==> config.mk <==
export PLATFORM = sky130hd
export DESIGN_NAME = subband_synth_flat
export DESIGN_NICKNAME = d
export VERILOG_FILES = /design/src/rtl/subband_synth_if.sv /design/src/rtl/subband_synth.sv /design/src/flat_wrapper.sv
export SDC_FILE = /design/constraint.sdc
export NUM_CORES = 2
export LEC_CHECK = 0
export BUFFER_PORTS_ARGS = -buffer_cell sky130_fd_sc_hd__buf_2
export CAP_MARGIN = 0
export CORE_UTILIZATION = 23
export DETAILED_ROUTE_END_ITERATION = 7
export GPL_ROUTABILITY_DRIVEN = 0
export MAX_ROUTING_LAYER = met4
export PLACE_DENSITY_LB_ADDON = 0.25
export SYNTH_ARGS = -nofsm -noshare
export SYNTH_HDL_FRONTEND = slang
export SYNTH_SLANG_ARGS = --single-unit
==> constraint.sdc <==
create_clock -name clock -period 29.1 [get_ports clock]
set_input_delay 2.91 -clock clock [delete_from_list [all_inputs] [get_ports clock]]
set_output_delay 2.91 -clock clock [all_outputs]
set_load 0.02 [all_outputs]
==> src/rtl/subband_synth_if.sv <==
// Frame/gain/status bundle between the analysis bank side and subband_synth.
//   band_in/band_valid  : one 16-band frame (sfix35_En32 each) with its strobe
//   gain_wr_*           : gain table write port (U2.10, 1024 = unity)
//   overrun_clr         : clears the sticky overrun flag
//   filter_out/out_valid: reconstructed sample (sfix14_En12) and its strobe
//   busy/overrun        : frame in progress / frame dropped while busy
// master = frame producer / controller, slave = subband_synth.
interface subband_synth_if;
    localparam int unsigned NUM_BANDS = 16;
    localparam int unsigned IN_W      = 35;
    localparam int unsigned GAIN_W    = 12;
    localparam int unsigned OUT_W     = 14;
    localparam int unsigned ADDR_W    = 4;

    logic [NUM_BANDS*IN_W-1:0] band_in;
    logic                      band_valid;
    logic                      gain_wr_en;
    logic [ADDR_W-1:0]         gain_wr_addr;
    logic [GAIN_W-1:0]         gain_wr_data;
    logic                      overrun_clr;
    logic signed [OUT_W-1:0]   filter_out;
    logic                      out_valid;
    logic                      busy;
    logic                      overrun;

    modport master (
        output band_in, band_valid, gain_wr_en, gain_wr_addr, gain_wr_data, overrun_clr,
        input  filter_out, out_valid, busy, overrun
    );

    modport slave (
        input  band_in, band_valid, gain_wr_en, gain_wr_addr, gain_wr_data, overrun_clr,
        output filter_out, out_valid, busy, overrun
    );
endinterface

==> src/rtl/subband_synth.sv <==
// Synthesis-side combiner: captures a 16-band frame, weights each band by a
// programmable gain, accumulates one band per cycle, then rounds (half-up)
// and saturates the sum to sfix14_En12.
//   clock, reset (async, active-high)
//   clk_enable : gates all state except gain table writes
//   bus        : subband_synth_if slave (frame in, gain writes, result/status out)
module subband_synth (
    input  logic              clock,
    input  logic              reset,
    input  logic              clk_enable,
    subband_synth_if.slave    bus
);
    localparam int unsigned NUM_BANDS = 16;
    localparam int unsigned IN_W      = 35;
    localparam int unsigned GAIN_W    = 12;
    localparam int unsigned OUT_W     = 14;
    localparam int unsigned IDX_W     = 4;
    localparam int unsigned PROD_W    = 48;
    localparam int unsigned ACC_W     = 52;
    localparam int unsigned SHIFT     = 30;

    localparam logic [GAIN_W-1:0]      GAIN_UNITY = GAIN_W'(1024);
    localparam logic [IDX_W-1:0]       LAST_IDX   = IDX_W'(NUM_BANDS - 1);
    localparam logic signed [ACC_W-1:0] ROUND_BIAS = ACC_W'(64'd1 << (SHIFT - 1));
    localparam logic signed [ACC_W-1:0] SAT_MAX    = ACC_W'(64'sd8191);
    localparam logic signed [ACC_W-1:0] SAT_MIN    = ACC_W'(-64'sd8192);

    typedef enum logic [1:0] {IDLE, ACCUM, DONE} state_t;

    state_t state_q, state_d;

    logic signed [IN_W-1:0]  snap_q [NUM_BANDS];
    logic [GAIN_W-1:0]       gain_q [NUM_BANDS];
    logic signed [ACC_W-1:0] acc_q;
    logic [IDX_W-1:0]        idx_q;

    logic start_c, accum_c, result_c, overrun_set_c;

    logic signed [GAIN_W:0]   gain_s_c;
    logic signed [PROD_W-1:0] prod_c;
    logic signed [ACC_W-1:0]  rounded_c;
    logic signed [ACC_W-1:0]  shifted_c;
    logic signed [OUT_W-1:0]  sat_c;

    // State register
    always_ff @(posedge clock or posedge reset) begin
        if (reset)
            state_q <= IDLE;
        else if (clk_enable)
            state_q <= state_d;
    end

    // Next-state logic
    always_comb begin
        state_d = state_q;
        case (state_q)
            IDLE:    if (bus.band_valid) state_d = ACCUM;
            ACCUM:   if (idx_q == LAST_IDX) state_d = DONE;
            DONE:    state_d = IDLE;
            default: state_d = IDLE;
        endcase
    end

    // Per-state control strobes; a frame arriving outside IDLE is dropped
    always_comb begin
        start_c       = 1'b0;
        accum_c       = 1'b0;
        result_c      = 1'b0;
        overrun_set_c = 1'b0;
        case (state_q)
            IDLE:    start_c  = bus.band_valid;
            ACCUM:   accum_c  = 1'b1;
            DONE:    result_c = 1'b1;
            default: ;
        endcase
        if (state_q != IDLE && bus.band_valid)
            overrun_set_c = 1'b1;
    end

    // Gain read at the cycle of use, so same-edge writes see the old value
    always_comb begin
        gain_s_c  = signed'({1'b0, gain_q[idx_q]});
        prod_c    = PROD_W'(snap_q[idx_q]) * PROD_W'(gain_s_c);
        rounded_c = acc_q + ROUND_BIAS;
        shifted_c = rounded_c >>> SHIFT;
        if (shifted_c > SAT_MAX)
            sat_c = OUT_W'(SAT_MAX);
        else if (shifted_c < SAT_MIN)
            sat_c = OUT_W'(SAT_MIN);
        else
            sat_c = OUT_W'(shifted_c);
    end

    // Gain table: writable on any edge regardless of clk_enable
    always_ff @(posedge clock or posedge reset) begin
        if (reset) begin
            for (int k = 0; k < NUM_BANDS; k++)
                gain_q[k] <= GAIN_UNITY;
        end else if (bus.gain_wr_en) begin
            gain_q[bus.gain_wr_addr] <= bus.gain_wr_data;
        end
    end

    // Datapath and registered outputs
    always_ff @(posedge clock or posedge reset) begin
        if (reset) begin
            for (int k = 0; k < NUM_BANDS; k++)
                snap_q[k] <= '0;
            acc_q          <= '0;
            idx_q          <= '0;
            bus.filter_out <= '0;
            bus.out_valid  <= 1'b0;
            bus.busy       <= 1'b0;
            bus.overrun    <= 1'b0;
        end else if (clk_enable) begin
            bus.out_valid <= result_c;
            bus.busy      <= (state_d != IDLE);
            if (start_c) begin
                for (int k = 0; k < NUM_BANDS; k++)
                    snap_q[k] <= bus.band_in[k*IN_W +: IN_W];
                acc_q <= '0;
                idx_q <= '0;
            end
            if (accum_c) begin
                acc_q <= acc_q + ACC_W'(prod_c);
                idx_q <= idx_q + IDX_W'(1);
            end
            if (result_c)
                bus.filter_out <= sat_c;
            // Set has priority over clear
            if (overrun_set_c)
                bus.overrun <= 1'b1;
            else if (bus.overrun_clr)
                bus.overrun <= 1'b0;
        end
    end
endmodule

==> src/flat_wrapper.sv <==
// flat-port wrapper written by rule: the top's interface ports become plain ports
module subband_synth_flat 
  (clock, reset, clk_enable, bus_band_in, bus_band_valid, bus_gain_wr_en, bus_gain_wr_addr, bus_gain_wr_data, bus_overrun_clr, bus_filter_out, bus_out_valid, bus_busy, bus_overrun);
  subband_synth_if bus_i ();
  input  logic clock;
  input  logic reset;
  input  logic clk_enable;
  input wire logic [$bits(bus_i.band_in)-1:0] bus_band_in;
  input wire logic [$bits(bus_i.band_valid)-1:0] bus_band_valid;
  input wire logic [$bits(bus_i.gain_wr_en)-1:0] bus_gain_wr_en;
  input wire logic [$bits(bus_i.gain_wr_addr)-1:0] bus_gain_wr_addr;
  input wire logic [$bits(bus_i.gain_wr_data)-1:0] bus_gain_wr_data;
  input wire logic [$bits(bus_i.overrun_clr)-1:0] bus_overrun_clr;
  output wire logic [$bits(bus_i.filter_out)-1:0] bus_filter_out;
  output wire logic [$bits(bus_i.out_valid)-1:0] bus_out_valid;
  output wire logic [$bits(bus_i.busy)-1:0] bus_busy;
  output wire logic [$bits(bus_i.overrun)-1:0] bus_overrun;
  assign bus_i.band_in = bus_band_in;
  assign bus_i.band_valid = bus_band_valid;
  assign bus_i.gain_wr_en = bus_gain_wr_en;
  assign bus_i.gain_wr_addr = bus_gain_wr_addr;
  assign bus_i.gain_wr_data = bus_gain_wr_data;
  assign bus_i.overrun_clr = bus_overrun_clr;
  assign bus_filter_out = bus_i.filter_out;
  assign bus_out_valid = bus_i.out_valid;
  assign bus_busy = bus_i.busy;
  assign bus_overrun = bus_i.overrun;
  subband_synth u_core (.clock(clock), .reset(reset), .clk_enable(clk_enable), .bus(bus_i));
endmodule
==> results_dict.tcl <==
set metrics [dict create \
    root_buffer "clkbuf_16" \
    final_nets 5822 \
    synthCells 4189 \
    cts_tree "yes" \
    htreeDepth 3 \
    ys_ff_latch 827 \
    crit_slowest_cell "buf_4" \
    cpPeakStageDelay_ps 900 \
    start_kind "register" \
    worstSetupEndpointType "register" \
    wl_met2_um 82500 \
    status "finished clean" \
    cts_resized 0 \
    wire_per_inst_um 22.42 \
    dieHeight_um 481.3 \
    vias 34520 \
    cp_data_arrival_time_ps 11620 \
    period_minus_slack_ps 10980 \
    synthFlopType "dfrtp_1" \
    cpMostUsedCell "fa_1" \
    tightest_slew_ps 1173 \
    top_layer "met4" \
    slew_viol_final 0 \
    netlist_area_um2 52830 \
    clkSinkCount 827 \
    clockBufferDepth 3 \
    die_w_um 481.3 \
    drc_errors 0 \
    crit_family "adder cells" \
    cp_max_fo 48 \
    period_share_pct 37.74 \
    grt_max_degree 139 \
    maxCapViolations 0 \
    syn-num-nets 5311 \
    postCtsSetupBuffers 0 \
    grt_pass1_vias 37270 \
    syn_area_per_cell_um2 12.61 \
    worstPathRequired_ps 29740 \
    cts_hold_buf 0 \
    ys_warn_count 0 \
    place_hpwl_um 134800 \
    finalSetupViolations 0 \
    maxSlewHeadroom_pct 21.58 \
    grt_antenna_before_repair 130 \
    synthDistinctLibCells 76 \
    grtUsageTotal_pct 15.80 \
    synthArstFlopShare_pct 100.0 \
    setup_tns_ps 0 \
    clock_latency_ps 770 \
    hold_path.class "register to register" \
    ys_seq_area_share_pct 39.21 \
    routed_wl_um 176700 \
    dr.pass1.iters 5 \
    pin_count 599 \
    initial_utilization_pct 23.18 \
    fmax_ghz 0.09106 \
    ant_nets 0 \
    std_cell_rows 175 \
    via_per_inst 4.380 \
    synth-edff-count 0 \
    grt_pass1_wl_um 261300 \
    rsz0062_at_grt "false" \
    path_clk_slew_ps 60 \
    routed-wl-met3_um 12160 \
    area_growth_pct 18.52 \
    fin_skew_ps 84.55 \
    wl_met1_um 78170 \
    core_area_um2 227900 \
    hold_violations 0 \
    dr.first_iter.drc_count 1985 \
    path_buf_inv 8 \
    drive_above_1_share_pct 38.60 \
    crit_type "register to register" \
    cts_made_buffers 97 \
    die_area_um2 231600 \
    io_buffers 598 \
    overflow 0 \
]
## worst reg2reg max path: stages (launching register included)
cell	delay, ps
dfrtp_4	690
buf_4	740
buf_4	750
buf_4	950
mux4_2	790
mux4_2	670
inv_1	270
nor2_1	90
fa_1	540
inv_1	50
fa_1	480
inv_1	60
fa_1	480
fa_1	500
fa_1	490
inv_1	50
fa_1	480
inv_1	40
ha_1	390
nand2_1	120
nor3_1	490
nand2_1	100
a21oi_1	320
o311ai_2	200
a211oi_1	470
o21ai_0	210
a21o_1	210
a32o_1	240
## cell type report
type,count,area (um2)
inverters,551,2076
well taps,3009,3765
diodes,90,225.2
repair buffers,646,3366
fillers,23590,165300
flip-flops and latches,827,20730
clock buffers,149,2863
clock inverters,33,435.4
multi-input cells,2577,29160
## state kept, by name (all words and copies together) (netlist names)
name                   count
u_core.snap_q            560
u_core.bus.filter_out     14
u_core.gain_q            192
u_core.bus.overrun         1
u_core.idx_q               4
u_core.acc_q              52
u_core.state_q             2
u_core.bus.busy            1
u_core.bus.out_valid       1
## metal layers
metal	up-vias	global-route usage, %
met5	-	-
met1	18170	20.12
met4	0	3.724
met3	220	4.366
met2	874	24.76
li1	15260	-
## synth_stat cells (16+ instances only)
cell	count	area [um2]
a21o_1	28	210.2
a21oi_1	55	275.3
buf_1	26	97.59
buf_2	19	95.09
clkbuf_1	183	686.9
dfrtp_1	811	20290
dfstp_2	16	420.4
fa_1	421	8428
ha_1	119	1489
inv_1	550	2064
mux2_2	766	8626
mux4_2	221	4977
nand2_1	334	1254
nand3_1	26	130.1
nor2_1	161	604.3
nor2b_1	101	631.9
o21ai_0	74	370.4
xnor2_1	32	280.3
xor2_1	22	192.7
## logic make-up after synthesis
kind of cell | share of synthesized area (%)
compound gates | 3.316
xor+xnor | 0.9260
flops | 39.21
buf+inv | 5.689
mux | 26.03
simple gates | 6.058
fa+ha+maj | 18.77
## final timing paths
path	from	to	slack (ps)	cells past startpoint
max	u_core.idx_q[0]	u_core.acc_q[50]	18120	27
min	u_core.acc_q[21]	u_core.acc_q[21]	480	2
max reg2reg	u_core.idx_q[0]	u_core.acc_q[50]	18120	27
min reg2reg	u_core.acc_q[21]	u_core.acc_q[21]	480	2
max in group asynchronous	reset	u_core.snap_q[105]	22050	7
min in group asynchronous	reset	u_core.snap_q[15]	2260	2
## cell usage in the layout, fill, tap and decap left out, drive strengths merged, types with 13 or more instances in the layout
cell / n
a21o: 28
a21oi: 55
buf: 646
clkbuf: 149
clkinv: 19
dfrtp: 811
dfstp: 16
diode: 90
fa: 421
ha: 119
inv: 558
mux2: 766
mux2i: 15
mux4: 221
nand2: 335
nand3: 26
nor2: 161
nor2b: 101
nor3: 13
o21ai: 89
o22a: 14
xnor2: 32
xor2: 23
## stage by stage
stage               cell area, um2  worst slack [ps]  hold slack (ps)  cells  utilization (%)
floorplan                    52830              2986            449.8   4189                -
finish                       62620             18120            476.9   7882            27.47
CTS                          62390             18010            484.1   7792            27.37
detailed placement           59090             18030            474.0   7610            25.93
global placement             59090             18110            464.0   7610            25.93
global route                 62610             17490            508.9   7879            27.47
Power is left out: the tool's default activity adds up to more than one toggle a clock period on the data nets, which glitch-free logic cannot reach.
